==> config.mk <==
export PLATFORM = sky130hd
export DESIGN_NAME = uart_rx_framer
export DESIGN_NICKNAME = d
export VERILOG_FILES = /design/src/rtl/uart_pkg.sv /design/src/rtl/sync_ff.sv /design/src/rtl/uart_rx_framer.sv
export SDC_FILE = /design/constraint.sdc
export NUM_CORES = 1
export LEC_CHECK = 0
export ABC_AREA = 1
export CELL_PAD_IN_SITES_DETAIL_PLACEMENT = 1
export CELL_PAD_IN_SITES_GLOBAL_PLACEMENT = 2
export CORE_ASPECT_RATIO = 2
export CORE_MARGIN = 8
export CORE_UTILIZATION = 35
export DETAILED_ROUTE_END_ITERATION = 16
export GPL_TIMING_DRIVEN = 0
export PLACE_DENSITY_LB_ADDON = 0.05
export SLEW_MARGIN = 20
export SYNTH_ARGS = -nofsm -noshare
export SYNTH_HDL_FRONTEND = slang
export SYNTH_SLANG_ARGS = --single-unit
==> constraint.sdc <==
create_clock -name io_clk -period 1.85 [get_ports io_clk]
set_input_delay 0.185 -clock io_clk [delete_from_list [all_inputs] [get_ports io_clk]]
set_output_delay 0.185 -clock io_clk [all_outputs]
set_load 0.03 [all_outputs]
==> src/rtl/uart_pkg.sv <==
// Shared 8N1 UART definitions: receiver/transmitter FSM states and frame constants.
package uart_pkg;

    typedef enum logic [2:0] {
        ST_IDLE      = 3'd0,
        ST_START     = 3'd1,
        ST_DATA      = 3'd2,
        ST_STOP      = 3'd3,
        ST_WAIT_IDLE = 3'd4
    } uart_state_t;

    localparam int   DATA_BITS  = 8;
    localparam logic IDLE_LEVEL = 1'b1;

endpackage

==> src/rtl/sync_ff.sv <==
// Multi-flop synchronizer for an asynchronous single-bit input.
module sync_ff #(
    parameter int   STAGES    = 2,
    parameter logic RESET_VAL = 1'b1
) (
    input  logic clk,
    input  logic rst_n,
    input  logic d,
    output logic q
);

    logic [STAGES-1:0] chain;

    always_ff @(posedge clk or negedge rst_n) begin
        if (!rst_n) begin
            chain <= {STAGES{RESET_VAL}};
        end else begin
            chain <= {chain[STAGES-2:0], d};
        end
    end

    assign q = chain[STAGES-1];

endmodule

==> src/rtl/uart_rx_framer.sv <==
// 8N1 UART receiver: mid-bit sampling FSM feeding a one-entry valid/ready output buffer.
module uart_rx_framer
    import uart_pkg::*;
#(
    parameter int CLKS_PER_BIT = 104,
    parameter int SYNC_STAGES  = 2
) (
    input  logic                 io_clk,
    input  logic                 io_reset_n,
    input  logic                 io_rx,
    output logic                 io_data_valid,
    input  logic                 io_data_ready,
    output logic [DATA_BITS-1:0] io_data_payload,
    output logic                 io_frame_err,
    output logic                 io_overrun,
    output logic                 io_busy
);

    localparam int CNT_W = $clog2(CLKS_PER_BIT);
    localparam int BIT_W = $clog2(DATA_BITS);
    localparam logic [CNT_W-1:0] HALF_LOAD = CNT_W'(CLKS_PER_BIT / 2 - 1);
    localparam logic [CNT_W-1:0] FULL_LOAD = CNT_W'(CLKS_PER_BIT - 1);
    localparam logic [BIT_W-1:0] LAST_BIT  = BIT_W'(DATA_BITS - 1);

    uart_state_t          state, state_next;
    logic [CNT_W-1:0]     baud_cnt, baud_next;
    logic [BIT_W-1:0]     bit_cnt, bit_next;
    logic [DATA_BITS-1:0] shift, shift_next;
    logic                 rx_sync;
    logic                 deliver;
    logic                 frame_err_set;

    sync_ff #(
        .STAGES    (SYNC_STAGES),
        .RESET_VAL (IDLE_LEVEL)
    ) u_sync (
        .clk   (io_clk),
        .rst_n (io_reset_n),
        .d     (io_rx),
        .q     (rx_sync)
    );

    always_ff @(posedge io_clk or negedge io_reset_n) begin
        if (!io_reset_n) begin
            state    <= ST_IDLE;
            baud_cnt <= '0;
            bit_cnt  <= '0;
            shift    <= '0;
        end else begin
            state    <= state_next;
            baud_cnt <= baud_next;
            bit_cnt  <= bit_next;
            shift    <= shift_next;
        end
    end

    always_comb begin
        state_next    = state;
        baud_next     = baud_cnt;
        bit_next      = bit_cnt;
        shift_next    = shift;
        deliver       = 1'b0;
        frame_err_set = 1'b0;
        case (state)
            ST_IDLE: begin
                if (rx_sync != IDLE_LEVEL) begin
                    state_next = ST_START;
                    bit_next   = '0;
                    baud_next  = HALF_LOAD;
                end
            end
            ST_START: begin
                // A start bit that is gone by mid-bit is treated as a glitch.
                if (baud_cnt == '0) begin
                    if (rx_sync != IDLE_LEVEL) begin
                        state_next = ST_DATA;
                        baud_next  = FULL_LOAD;
                    end else begin
                        state_next = ST_IDLE;
                    end
                end else begin
                    baud_next = baud_cnt - CNT_W'(1);
                end
            end
            ST_DATA: begin
                if (baud_cnt == '0) begin
                    shift_next = {rx_sync, shift[DATA_BITS-1:1]};
                    baud_next  = FULL_LOAD;
                    bit_next   = bit_cnt + BIT_W'(1);
                    if (bit_cnt == LAST_BIT) begin
                        state_next = ST_STOP;
                    end
                end else begin
                    baud_next = baud_cnt - CNT_W'(1);
                end
            end
            ST_STOP: begin
                if (baud_cnt == '0) begin
                    if (rx_sync == IDLE_LEVEL) begin
                        deliver    = 1'b1;
                        state_next = ST_IDLE;
                    end else begin
                        frame_err_set = 1'b1;
                        state_next    = ST_WAIT_IDLE;
                    end
                end else begin
                    baud_next = baud_cnt - CNT_W'(1);
                end
            end
            ST_WAIT_IDLE: begin
                if (rx_sync == IDLE_LEVEL) begin
                    state_next = ST_IDLE;
                end
            end
            default: state_next = ST_IDLE;
        endcase
    end

    // A byte completing while the buffer is drained that same cycle still loads.
    always_ff @(posedge io_clk or negedge io_reset_n) begin
        if (!io_reset_n) begin
            io_data_valid   <= 1'b0;
            io_data_payload <= '0;
            io_frame_err    <= 1'b0;
            io_overrun      <= 1'b0;
        end else begin
            io_frame_err <= frame_err_set;
            io_overrun   <= 1'b0;
            if (deliver) begin
                if (!io_data_valid || io_data_ready) begin
                    io_data_payload <= shift;
                    io_data_valid   <= 1'b1;
                end else begin
                    io_overrun <= 1'b1;
                end
            end else if (io_data_valid && io_data_ready) begin
                io_data_valid <= 1'b0;
            end
        end
    end

    assign io_busy = (state != ST_IDLE);

endmodule

# Word-level counts from Yosys, hierarchy flattened
# Cells that the tools add are included.
# op_classes
addsub	2
eq_ne	14
n_mux	29
n_reduce_logical	15
# ops
cell	count
$mux W7	5
$pmux W7 S4	1
$mux W3	9
$pmux W3 S5	1
$ne A2 B2 Y1 const B	6
$mux W1	11
$logic_not A7 Y1	1
$sub A7 B1 Y7 const B	1
$eq A3 B2 Y1 const B	2
$eq A3 B3 Y1 const B	2
$pmux W3 S2	1
$reduce_and A2 Y1	3
$reduce_and A6 Y1	1
$ne A2 B1 Y1 const B	2
$reduce_and A4 Y1	1
$reduce_bool A2 Y1	2
$reduce_bool A4 Y1	1
$add A3 B1 Y3 const B	1
$eq A3 B1 Y1 const B	1
$logic_not A3 Y1	1
$ne A3 B3 Y1 const B	1
$reduce_and A3 Y1	1
$reduce_bool A3 Y1	1
$mux W2	1
3 further kinds	3
# word_totals
regBits	34
out_inout_bits	12
wordCells	69

# Logic depth before layout (Yosys ltp)
# Gate-level depths: netlist (run 1).
# logic_depth
depth_word	5
depth_mapped	10
depth_no_buf	10

# Hierarchy
# A second synthesis (run 1) with hierarchy kept.
# hier_totals
cells_unflattened	190
area_unflattened_um2	1695.4
# by_module_without_submodules
module	instances	cells_each	area_per_inst_um2	seq_area_each_um2
uart_rx_framer	1	188	1642.8	800.8
sync_ff	1	2	52.6	52.6

# Worst setup path before layout (run 1)
# Ideal clock, no wire load.
# synth_path
path_kind	register to register
from	register baud_cnt[0]
to	register io_data_payload[5]
setup_ns	0.118
arrival_time_ns	1.502
required_ns	1.732
slack_ns	0.230
stages_incl_launch_ff	11
path_buffers	1
synth_period_minus_slack_ns	1.620
cell_sequence	dfrtp_1 -> inv_1 -> ha_1 -> inv_1 -> nor2_1 -> nand3_4 -> nor2_4 -> nand3_4 -> buf_6 -> nand2_2 -> o21ai_2
# synth_between
elab_chain_cells	4
# synth_lines
element	line	rtl
start, declared	uart_rx_framer.sv:26	logic [CNT_W-1:0] baud_cnt, baud_next;
start signal, assigned	uart_rx_framer.sv:51	baud_cnt <= baud_next;
$logic_not A7 Y1	uart_rx_framer.sv:98	if (baud_cnt == '0) begin
$mux W1	uart_rx_framer.sv:98	
$mux W1	uart_rx_framer.sv:64	case (state)
$reduce_and A2 Y1 (no source line)	--	
end signal, assigned	uart_rx_framer.sv:131	io_data_payload <= shift;
end, declared	uart_rx_framer.sv:13	output logic [DATA_BITS-1:0] io_data_payload,
# Every way passes these cells.
# A chain may end at the register's enable or synchronous reset.

# Worst setup path after layout (run 1)
# layout_path
from	register baud_cnt[0]
to	register io_data_payload[6]
# Same word-level chain as after synthesis.

==> flow_metrics.env, run 1 <==
export IMPL_ys_warn_count=0
export IMPL_fin_hold_ws_ns=0.3118
export IMPL_routed_via_count=1356
export IMPL_r2r_setup_slack_ns=0.15
export IMPL_start_kind="register"
export IMPL_worst_slack_ns=0.1501
export IMPL_antenna_found_initial=0
export IMPL_coreArea_um2=4820
export IMPL_clock_fmax_mhz=588.3
export IMPL_drive_gt1_frac=0.2212
export IMPL_worst_pin_slew_ns=0.4291
export IMPL_num_rows=36
export IMPL_portBuffers=15
export IMPL_grt_overflow=0
export IMPL_min_path_type="in -> reg"
export IMPL_cts_tree="done"
export IMPL_pin_count=16
export IMPL_hold_viol=0
export IMPL_max_vdd_ir_drop_uv=485.1
export IMPL_maxCapViolCount=0
export IMPL_setup_viol=0
export IMPL_grt_pass1_wl_mm=7.534
export IMPL_finalSetupTns_ns=0
export IMPL_fin_nets=224
export IMPL_grtUsageTotal=0.1309
export IMPL_critPathMaxFanout=10
export IMPL_dr_pass1_iters=3
export IMPL_yosysTopAreaCell="dfrtp_1"
export IMPL_maxSlewViolCount=0
export IMPL_syn2layout_area_growth_pct=20.86
export IMPL_rsz0062_at_grt="no"
export IMPL_root_buffer="clkbuf_8"
export IMPL_grt_pass1_vias=1551
export IMPL_crit_required_ns=2.02
export IMPL_synth_top_area_frac=0.4604
export IMPL_syn_cell_area_um2=1739
export IMPL_diodes=0
export IMPL_slew_headroom=0.7140
export IMPL_place_ws_ns=-0.06400
export IMPL_leakage_nw=0.9658
export IMPL_synth_cell_types=25
export IMPL_clock_latency_ns=0.28
export IMPL_path_clk_slew_ns=0.07
export IMPL_htree_num_levels=2
export IMPL_path_class="reg -> reg"
export IMPL_ys_top_cells_by_area="dfrtp_1 46%, nand2_1 10%, o21ai_2 8.6%"
export IMPL_ys_seq_area_frac=0.4906
export IMPL_cts_max_path_buffers=2
export IMPL_postSynthCellCount=192
export IMPL_routed_wl_mm=4.499
export IMPL_cts_sinks=34
export IMPL_arrival_ns=1.87
export IMPL_numCtsBuffers=5
export IMPL_drt_iter0_drc=33
export IMPL_die_area_um2=7618
export IMPL_routedWlPerCell_um=16.42
export IMPL_cp_common_cell="nand3_4"
export IMPL_drt_vias_per_instance=4.949
export IMPL_finalClockSkew_ns=0.003803
export IMPL_grt_max_degree=21
export IMPL_gp_congestion=0.8257
export IMPL_critical_path_cell_chain="inv_2 -> ha_4 -> inv_1 -> nor2_2 -> nand3_4 -> nor2_4 -> nand3_4 -> buf_6 -> nand2_2 -> o21ai_2"
export IMPL_status="finished clean"
export IMPL_fin_crit_ns=1.700
export IMPL_start_util=0.3609
export IMPL_drc=0
export IMPL_syn_num_nets=200
export IMPL_postSynthAreaPerCell_um2=9.058
export IMPL_power_density_nw_per_um2=642.0
export IMPL_antenna_left=0
export IMPL_yosys_register_bits=34
export IMPL_die_w_um=65.85
export IMPL_end_kind="register"
export IMPL_slowest_delay_ns=0.41
export IMPL_cp_slowest_cell="dfrtp_1"
export IMPL_die_h_um=115.7
export IMPL_post_dp_hpwl_mm=3.604
export IMPL_timing_final_crit_share=0.9188
==> where the power goes <==
group          internal, mW  switching, mW  leakage, nW
clock                 0.300          0.265       0.0482
combinational        0.0125         0.0204        0.464
sequential            0.747        0.00382        0.453
==> critical path, delay by kind of cell (launching register included) <==
kind                       cells  cell delay [ns]
adders and majority gates      1             0.17
DFF                            1             0.41
AOI/OAI and AO/OA              1             0.05
and+or+nand+nor                5             0.59
buffers and inverters          3             0.37
==> kinds of logic (layout without fill, tap and decap cells) <==
logic type | after synthesis | count (layout) | share of synthesized area
compound gates | 31 | 31 | 0.1273
xor+xnor | 2 | 2 | 0.01007
simple gates | 93 | 93 | 0.2741
flops | 34 | 34 | 0.4906
buf+inv | 28 | 53 | 0.06906
fa+ha+maj | 4 | 4 | 0.02878
==> synth_stat cells <==
| master | number |
|---|---|
| nand2_4 | 2 |
| nor2_2 | 1 |
| nor3_1 | 1 |
| inv_2 | 1 |
| nor2_1 | 13 |
| nor2_8 | 1 |
| nand4_1 | 2 |
| o211ai_1 | 1 |
| inv_1 | 25 |
| buf_6 | 2 |
| nand3b_1 | 1 |
| o21ai_1 | 3 |
| nand2_2 | 4 |
| nand3_4 | 2 |
| xor2_1 | 2 |
| dfstp_2 | 2 |
| dfrtp_1 | 32 |
| ha_1 | 4 |
| nor2_4 | 3 |
| nand3_1 | 14 |
| a21oi_1 | 4 |
| nand2_1 | 48 |
| o21ai_2 | 17 |
| nand3_2 | 1 |
| o21ai_0 | 6 |
==> flip-flops by register name (all words and copies together) (netlist names) <==
signal,count
io_data_valid,1
baud_cnt,7
io_frame_err,1
bit_cnt,3
io_data_payload,8
shift,8
u_sync.chain,2
state,3
io_overrun,1
==> area by class of cell <==
cell class,count,area (µm²)
flip-flops and latches,34,853.3
plain buffers,2,22.52
repair buffers,17,185.2
multi-input cells,130,780.7
well taps,57,71.32
clock buffers,7,86.33
inverters,26,97.59
clock inverters,1,5.005
fillers,560,2718
==> cell usage in the layout, fill, tap and decap left out, types with 4 or more instances in the layout <==
cell type and count:
nand3_1 14, dfrtp_1 32, clkdlybuf4s50_1 13, clkbuf_8 6, nor2_1 12, nand2_2 4, o21ai_0 6, inv_1 24
o21ai_2 17, nand2_1 48, a21oi_1 4
==> what timing repair did <==
action / CTS / global route
hold endpoints to repair: 14 / 0
buffers inserted: 0 / 0
setup endpoints to repair: 8 / 12
hold buffers: 1 / 0
resized for setup: 2 / 3
==> final timing paths <==
| kind | startpoint | endpoint | depth (start not counted) |
|---|---|---|---|
| hold / removal | io_rx | u_sync.chain[0] | 1 |
| max in group asynchronous | io_reset_n | u_sync.chain[0] | 3 |
| setup / recovery | baud_cnt[0] | io_data_payload[6] | 10 |
| hold reg to reg | u_sync.chain[0] | u_sync.chain[1] | 0 |
| setup reg to reg | baud_cnt[0] | io_data_payload[6] | 10 |
| min in group asynchronous | io_reset_n | baud_cnt[4] | 2 |
==> metal layers <==
metal,track usage,up-vias,part of all wire
met2,0.2749,11,0.64
met1,0.1060,676,0.32
met3,0.02323,8,0.017
met5,0,-,0
met4,0.06012,0,0.023
li1,-,661,-
==> metrics by stage <==
stage,std cells,instance area (µm²),total power [mW],utilization
2_1_floorplan,192,1739,0.7665,-
3_3_place_gp,264,1961,0.7899,0.4068
3_5_place_dp,265,1983,0.7977,0.4115
4_1_cts,274,2087,1.372,0.4330
5_1_grt,274,2102,1.400,0.4361
6_report,274,2102,1.349,0.4361
Note: power is estimated with default switching activity, not from simulation.
==> run 2, diff against run 1 <==
Settings changed: SETUP_SLACK_MARGIN from default to 0.3.
==> run 2 against run 1 <==
Effect of this change: non-clock buffer count rose by 12; register-to-register slack improved by 0.16 ns; combinational power fell by 7.9%; via count rose by 2.8%; setup slack improved by 0.16 ns.
==> flow_metrics.env, run 2 (same netlist as run 1, synthesis figures left out) <==
export IMPL_status="finished clean"
export IMPL_drc=0
export IMPL_cp_slowest_cell="dfrtp_1"
export IMPL_drt_vias_per_instance=4.857
export IMPL_critical_path_cell_chain="inv_2 -> ha_4 -> inv_2 -> nor2_4 -> nand3_4 -> nor2_4 -> nand3_4 -> buf_12 -> nand2_1 -> o21ai_2"
export IMPL_drt_iter0_drc=24
export IMPL_maxCapViolCount=0
export IMPL_routedWlPerCell_um=16.66
export IMPL_start_kind="register"
export IMPL_fin_nets=237
export IMPL_r2r_setup_slack_ns=0.31
export IMPL_grtUsageTotal=0.1396
export IMPL_r2r_start="baud_cnt[0]"
export IMPL_drive_gt1_frac=0.3087
export IMPL_clock_power_share=0.402
export IMPL_routed_wl_mm=4.780
export IMPL_worst_pin_slew_ns=0.3328
export IMPL_numCtsBuffers=5
export IMPL_portBuffers=15
export IMPL_p_seq_frac=0.575
export IMPL_path_class="reg -> reg"
export IMPL_antenna_found_initial=0
export IMPL_fin_crit_ns=1.538
export IMPL_clock_latency_ns=0.28
export IMPL_largest_registers="io_data_payload: 8 flops, shift: 8 flops, baud_cnt: 7 flops"
export IMPL_reg2reg_depth=10
export IMPL_clock_fmax_mhz=650.2
export IMPL_htree_num_levels=2
export IMPL_antenna_left=0
export IMPL_arrival_ns=1.71
export IMPL_cts_sinks=34
export IMPL_diodes=0
export IMPL_coreArea_um2=4820
export IMPL_hold_viol=0
export IMPL_start_util=0.3609
export IMPL_end_kind="register"
export IMPL_grt_overflow=0
export IMPL_critPathMaxFanout=6
export IMPL_maxSlewViolCount=0
export IMPL_power_density_nw_per_um2=572.6
export IMPL_slew_headroom=0.7778
export IMPL_seq_area_um2=855.8
export IMPL_switchingPower_uw=281.1
export IMPL_setup_viol=0
export IMPL_critPathTopFamily="simple AND/OR/NAND/NOR gates"
export IMPL_finalClockSkew_ns=0.004977
export IMPL_fin_hold_ws_ns=0.2363
export IMPL_root_buffer="clkbuf_8"
export IMPL_grt_pass1_vias=1640
export IMPL_cts_tree="done"
export IMPL_final_common_cell="nand2_1"
export IMPL_post_dp_hpwl_mm=3.523
export IMPL_timing_final_crit_share=0.8314
export IMPL_grt_pass1_wl_mm=8.093
export IMPL_grt_max_degree=33
export IMPL_die_area_um2=7618
export IMPL_min_path_type="in -> async"
export IMPL_gp_congestion=0.8093
export IMPL_slowest_delay_ns=0.39
export IMPL_leakage_nw=1.076
export IMPL_pin_count=16
export IMPL_combPwrFrac=0.023
export IMPL_multi_input_area_um2=840.8
export IMPL_dr_pass1_iters=5
export IMPL_crit_required_ns=2.02
export IMPL_layout_common_cells="44 x nand2_1, 30 x dfrtp_1, 21 x inv_1"
export IMPL_p_int_mw=1.026
export IMPL_finalSetupTns_ns=0
export IMPL_cts_max_path_buffers=2
export IMPL_path_clk_slew_ns=0.07
export IMPL_routed_via_count=1394
export IMPL_swShare=0.2151
export IMPL_critPathBufInv=3
export IMPL_rsz0062_at_grt="yes"
export IMPL_max_vdd_ir_drop_uv=488.9
export IMPL_syn2layout_area_growth_pct=31.22
export IMPL_die_w_um=65.85
export IMPL_num_rows=36
export IMPL_nFillCells=533
export IMPL_r2r_end="io_data_payload[0]"
export IMPL_die_h_um=115.7
[run 2: power by group through the flow]
stage	Sequential, mW	Combinational [mW]	Clock [mW]
global route	0.750	0.0352	0.574
floorplan	0.764	0.00286	0
global placement	0.765	0.0250	0
CTS	0.751	0.0316	0.551
finish	0.751	0.0303	0.526
detailed placement	0.765	0.0300	0
[run 2: area by class of cell]
cell class	count	area share
inverters	26	0.04276
well taps	57	0.03125
clock buffers	8	0.03509
repair buffers	29	0.1299
multi-input cells	131	0.3684
flip-flops and latches	34	0.3750
plain buffers	2	0.01754
[run 2: through the flow]
stage | instances | total power [mW] | setup WS (ns) | utilization | instance area, µm²
final | 287 | 1.307 | 0.3119 | 0.4735 | 2282
after global routing | 287 | 1.360 | 0.1850 | 0.4735 | 2282
after CTS | 283 | 1.333 | 0.2794 | 0.4561 | 2198
after detailed placement | 265 | 0.7948 | 0.08522 | 0.4110 | 1981
after global placement | 264 | 0.7898 | -0.1267 | 0.4078 | 1966
after floorplan | 192 | 0.7665 | 0.3214 | - | 1744
[run 2: how the worst max path moves through the flow]
| stage | cells past startpoint | startpoint | to | slack, ns |
|---|---|---|---|---|
| after floorplan | 10 | baud_cnt[0] | io_data_payload[5] | 0.32 |
| after global placement | 1 | io_reset_n | io_data_payload[5] | -0.13 |
| final | 10 | baud_cnt[0] | io_data_payload[0] | 0.31 |
| after CTS | 1 | io_data_payload[5] | io_data_payload[5] | 0.28 |
| after detailed placement | 10 | baud_cnt[0] | io_data_payload[6] | 0.09 |
| after global routing | 9 | baud_cnt[1] | state[1] | 0.19 |
[run 2: layer usage]
| metal | GRT usage | routed length, µm |
|---|---|---|
| met5 | 0 | 0 |
| met4 | 0.06305 | 131 |
| met3 | 0.02614 | 90 |
| met2 | 0.2873 | 3027 |
| met1 | 0.1178 | 1530 |
[run 2: timing repair]
| item | CTS | global route |
|---|---|---|
| gates resized for setup | 12 | 17 |
| gates cloned | 1 | 1 |
| hold buffers | 1 | 0 |
| endpoints found under the setup margin | 22 | 31 |
| pin swaps | 2 | 3 |
| hold endpoints to repair | 32 | 0 |
| buffers inserted | 8 | 3 |
==> run 3, diff against run 2 <==
Settings changed: CORE_UTILIZATION 35 to 32.
Clock period 1.85 ns to 1.4 ns, I/O delays scaled along.
==> run 3 against run 2 <==
Effect of this change: the flow now finishes with violations (setup timing); routed wire length fell by 6.3%; largest power group unchanged; cell count rose by 5.2%; hold slack improved by 0.027 ns; clock skew rose by 0.0034 ns; register-to-register slack got worse by 0.46 ns; clock power rose by 77%; largest cell class is now multi-input combinational cells; flip-flop and latch count did not move.
==> flow_metrics.env, run 3 (same netlist as run 1, synthesis figures left out) <==
export IMPL_leakage_nw=1.154
export IMPL_crit_required_ns=1.58
export IMPL_multi_input_area_um2=923.4
export IMPL_hold_viol=0
export IMPL_cts_sinks=34
export IMPL_routedWlPerCell_um=14.82
export IMPL_path_depth=10
export IMPL_num_rows=38
export IMPL_portBuffers=15
export IMPL_antenna_left=0
export IMPL_die_h_um=120.3
export IMPL_setup_viol=25
export IMPL_critPathMaxFanout=6
export IMPL_pin_count=16
export IMPL_fin_nets=249
export IMPL_power_density_nw_per_um2=781.8
export IMPL_min_path_type="in -> async"
export IMPL_coreArea_um2=5325
export IMPL_die_area_um2=8193
export IMPL_antenna_found_initial=0
export IMPL_routed_via_count=1447
export IMPL_rsz0062_at_grt="yes"
export IMPL_largest_registers="io_data_payload: 8 flops, shift: 8 flops, baud_cnt: 7 flops"
export IMPL_cts_tree="done"
export IMPL_gp_congestion=0.7718
export IMPL_place_ws_ns=-0.2897
export IMPL_grt_pass1_wl_mm=7.548
export IMPL_start_kind="register"
export IMPL_cts_max_path_buffers=2
export IMPL_met1_usage=0.1440
export IMPL_clock_latency_ns=0.29
export IMPL_critical_path_cell_chain="inv_2 -> ha_4 -> inv_2 -> nor2_4 -> nand3_4 -> nor2_4 -> nand3_4 -> buf_12 -> nand2_2 -> o21ai_2"
export IMPL_grtUsageTotal=0.1198
export IMPL_die_w_um=68.13
export IMPL_fin_crit_ns=1.548
export IMPL_start_util=0.3266
export IMPL_drive_gt1_frac=0.4752
export IMPL_fin_cells=302
export IMPL_maxSlewViolCount=0
export IMPL_routed_wl_mm=4.477
export IMPL_layout_common_cells="32 x nand2_1, 29 x dfrtp_1, 21 x inv_1"
export IMPL_dr_pass1_iters=4
export IMPL_drc=0
export IMPL_final_common_cell="nand2_1"
export IMPL_timing_final_crit_share=1.106
export IMPL_cp_slowest_cell="dfrtp_1"
export IMPL_p_total_mw=1.964
export IMPL_grt_use_met3=0.02224
export IMPL_path_class="reg -> reg"
export IMPL_end_kind="register"
export IMPL_slew_headroom=0.7931
export IMPL_placed_cell_area_um2=2018
export IMPL_numCtsBuffers=5
export IMPL_failed_checks="setup timing"
export IMPL_finalSetupTns_ns=-2.293
export IMPL_grt_max_degree=25
export IMPL_status="finished with violations"
export IMPL_nFillCells=624
export IMPL_arrival_ns=1.73
export IMPL_htree_num_levels=2
export IMPL_drt_vias_per_instance=4.791
export IMPL_fin_area_um2=2512
export IMPL_clock_fmax_mhz=645.9
export IMPL_worst_pin_slew_ns=0.3103
export IMPL_max_vdd_ir_drop_uv=925.4
export IMPL_maxCapViolCount=0
export IMPL_reg2reg_depth=10
export IMPL_grt_overflow=0
export IMPL_drt_iter0_drc=38
export IMPL_syn2layout_area_growth_pct=44.46
export IMPL_post_dp_hpwl_mm=2.978
export IMPL_post_route_util=0.4718
export IMPL_met2_usage=0.1949
export IMPL_placedCellCount=268
export IMPL_fin_hold_ws_ns=0.2632
export IMPL_critPathBufInv=3
export IMPL_diodes=0
export IMPL_path_clk_slew_ns=0.08
export IMPL_critPathTopFamily="simple AND/OR/NAND/NOR gates"
export IMPL_busiest_layer="met2"
export IMPL_seq_area_um2=857.1
export IMPL_slowest_delay_ns=0.39
export IMPL_grt_pass1_vias=1543
export IMPL_finalClockSkew_ns=0.008362
export IMPL_root_buffer="clkbuf_8"
export IMPL_worst_slack_ns=-0.1482
-- run 3: cell count changes in the layout (fill, tap and decap cells not counted), sizes merged, moves of 2 or more --
cell,delta
buf,+23
dlymetal6s2s,-2
clkdlybuf4s50,-8
clkdlybuf4s15,+2
clkinvlp,+2
clkbuf,-4
-- run 3: cell type report --
cell class              instances  area share
multi-input cells             130      0.3675
well taps                      60     0.02988
plain buffers                   2     0.01594
repair buffers                 42      0.1614
clock inverters                 3     0.01793
flip-flops and latches         34      0.3411
inverters                      26     0.03884
clock buffers                   5     0.02739
-- run 3: path summary, 6_finish.rpt --
path,from,end,slack (ns)
max,baud_cnt[0],io_data_payload[6],-0.15
min,io_reset_n,shift[5],0.26
max reg2reg,baud_cnt[0],io_data_payload[6],-0.15
min reg2reg,u_sync.chain[0],u_sync.chain[1],0.36
max in group asynchronous,io_reset_n,u_sync.chain[1],0.63
min in group io_clk,io_rx,u_sync.chain[0],0.27
-- run 3: routing by layer --
layer	vias to the layer above	wire, µm
met5	-	0
met4	0	111
met3	8	136
met2	18	2345
met1	709	1884
li1	712	-
-- run 3: what timing repair did --
action	in CTS	in global routing
gates cloned	2	0
buffers inserted	21	2
pin swaps	9	5
resized for setup	87	19
setup endpoints to repair	44	34
hold buffers	1	0
endpoints found under the hold margin	10	0
-- run 3: power by group --
group / leakage, nW / internal (mW) / switching (mW)
combinational: 0.654 / 0.0143 / 0.0268
sequential: 0.450 / 0.987 / 0.00448
clock: 0.0504 / 0.530 / 0.402
total: 1.15 / 1.53 / 0.433
-- run 3: worst reg2reg max path, stage by stage, from the launching register on --
cell	delay, ns
dfrtp_1	0.39
inv_2	0.08
ha_4	0.14
inv_2	0.04
nor2_4	0.09
nand3_4	0.10
nor2_4	0.13
nand3_4	0.16
buf_12	0.19
nand2_2	0.05
o21ai_2	0.04
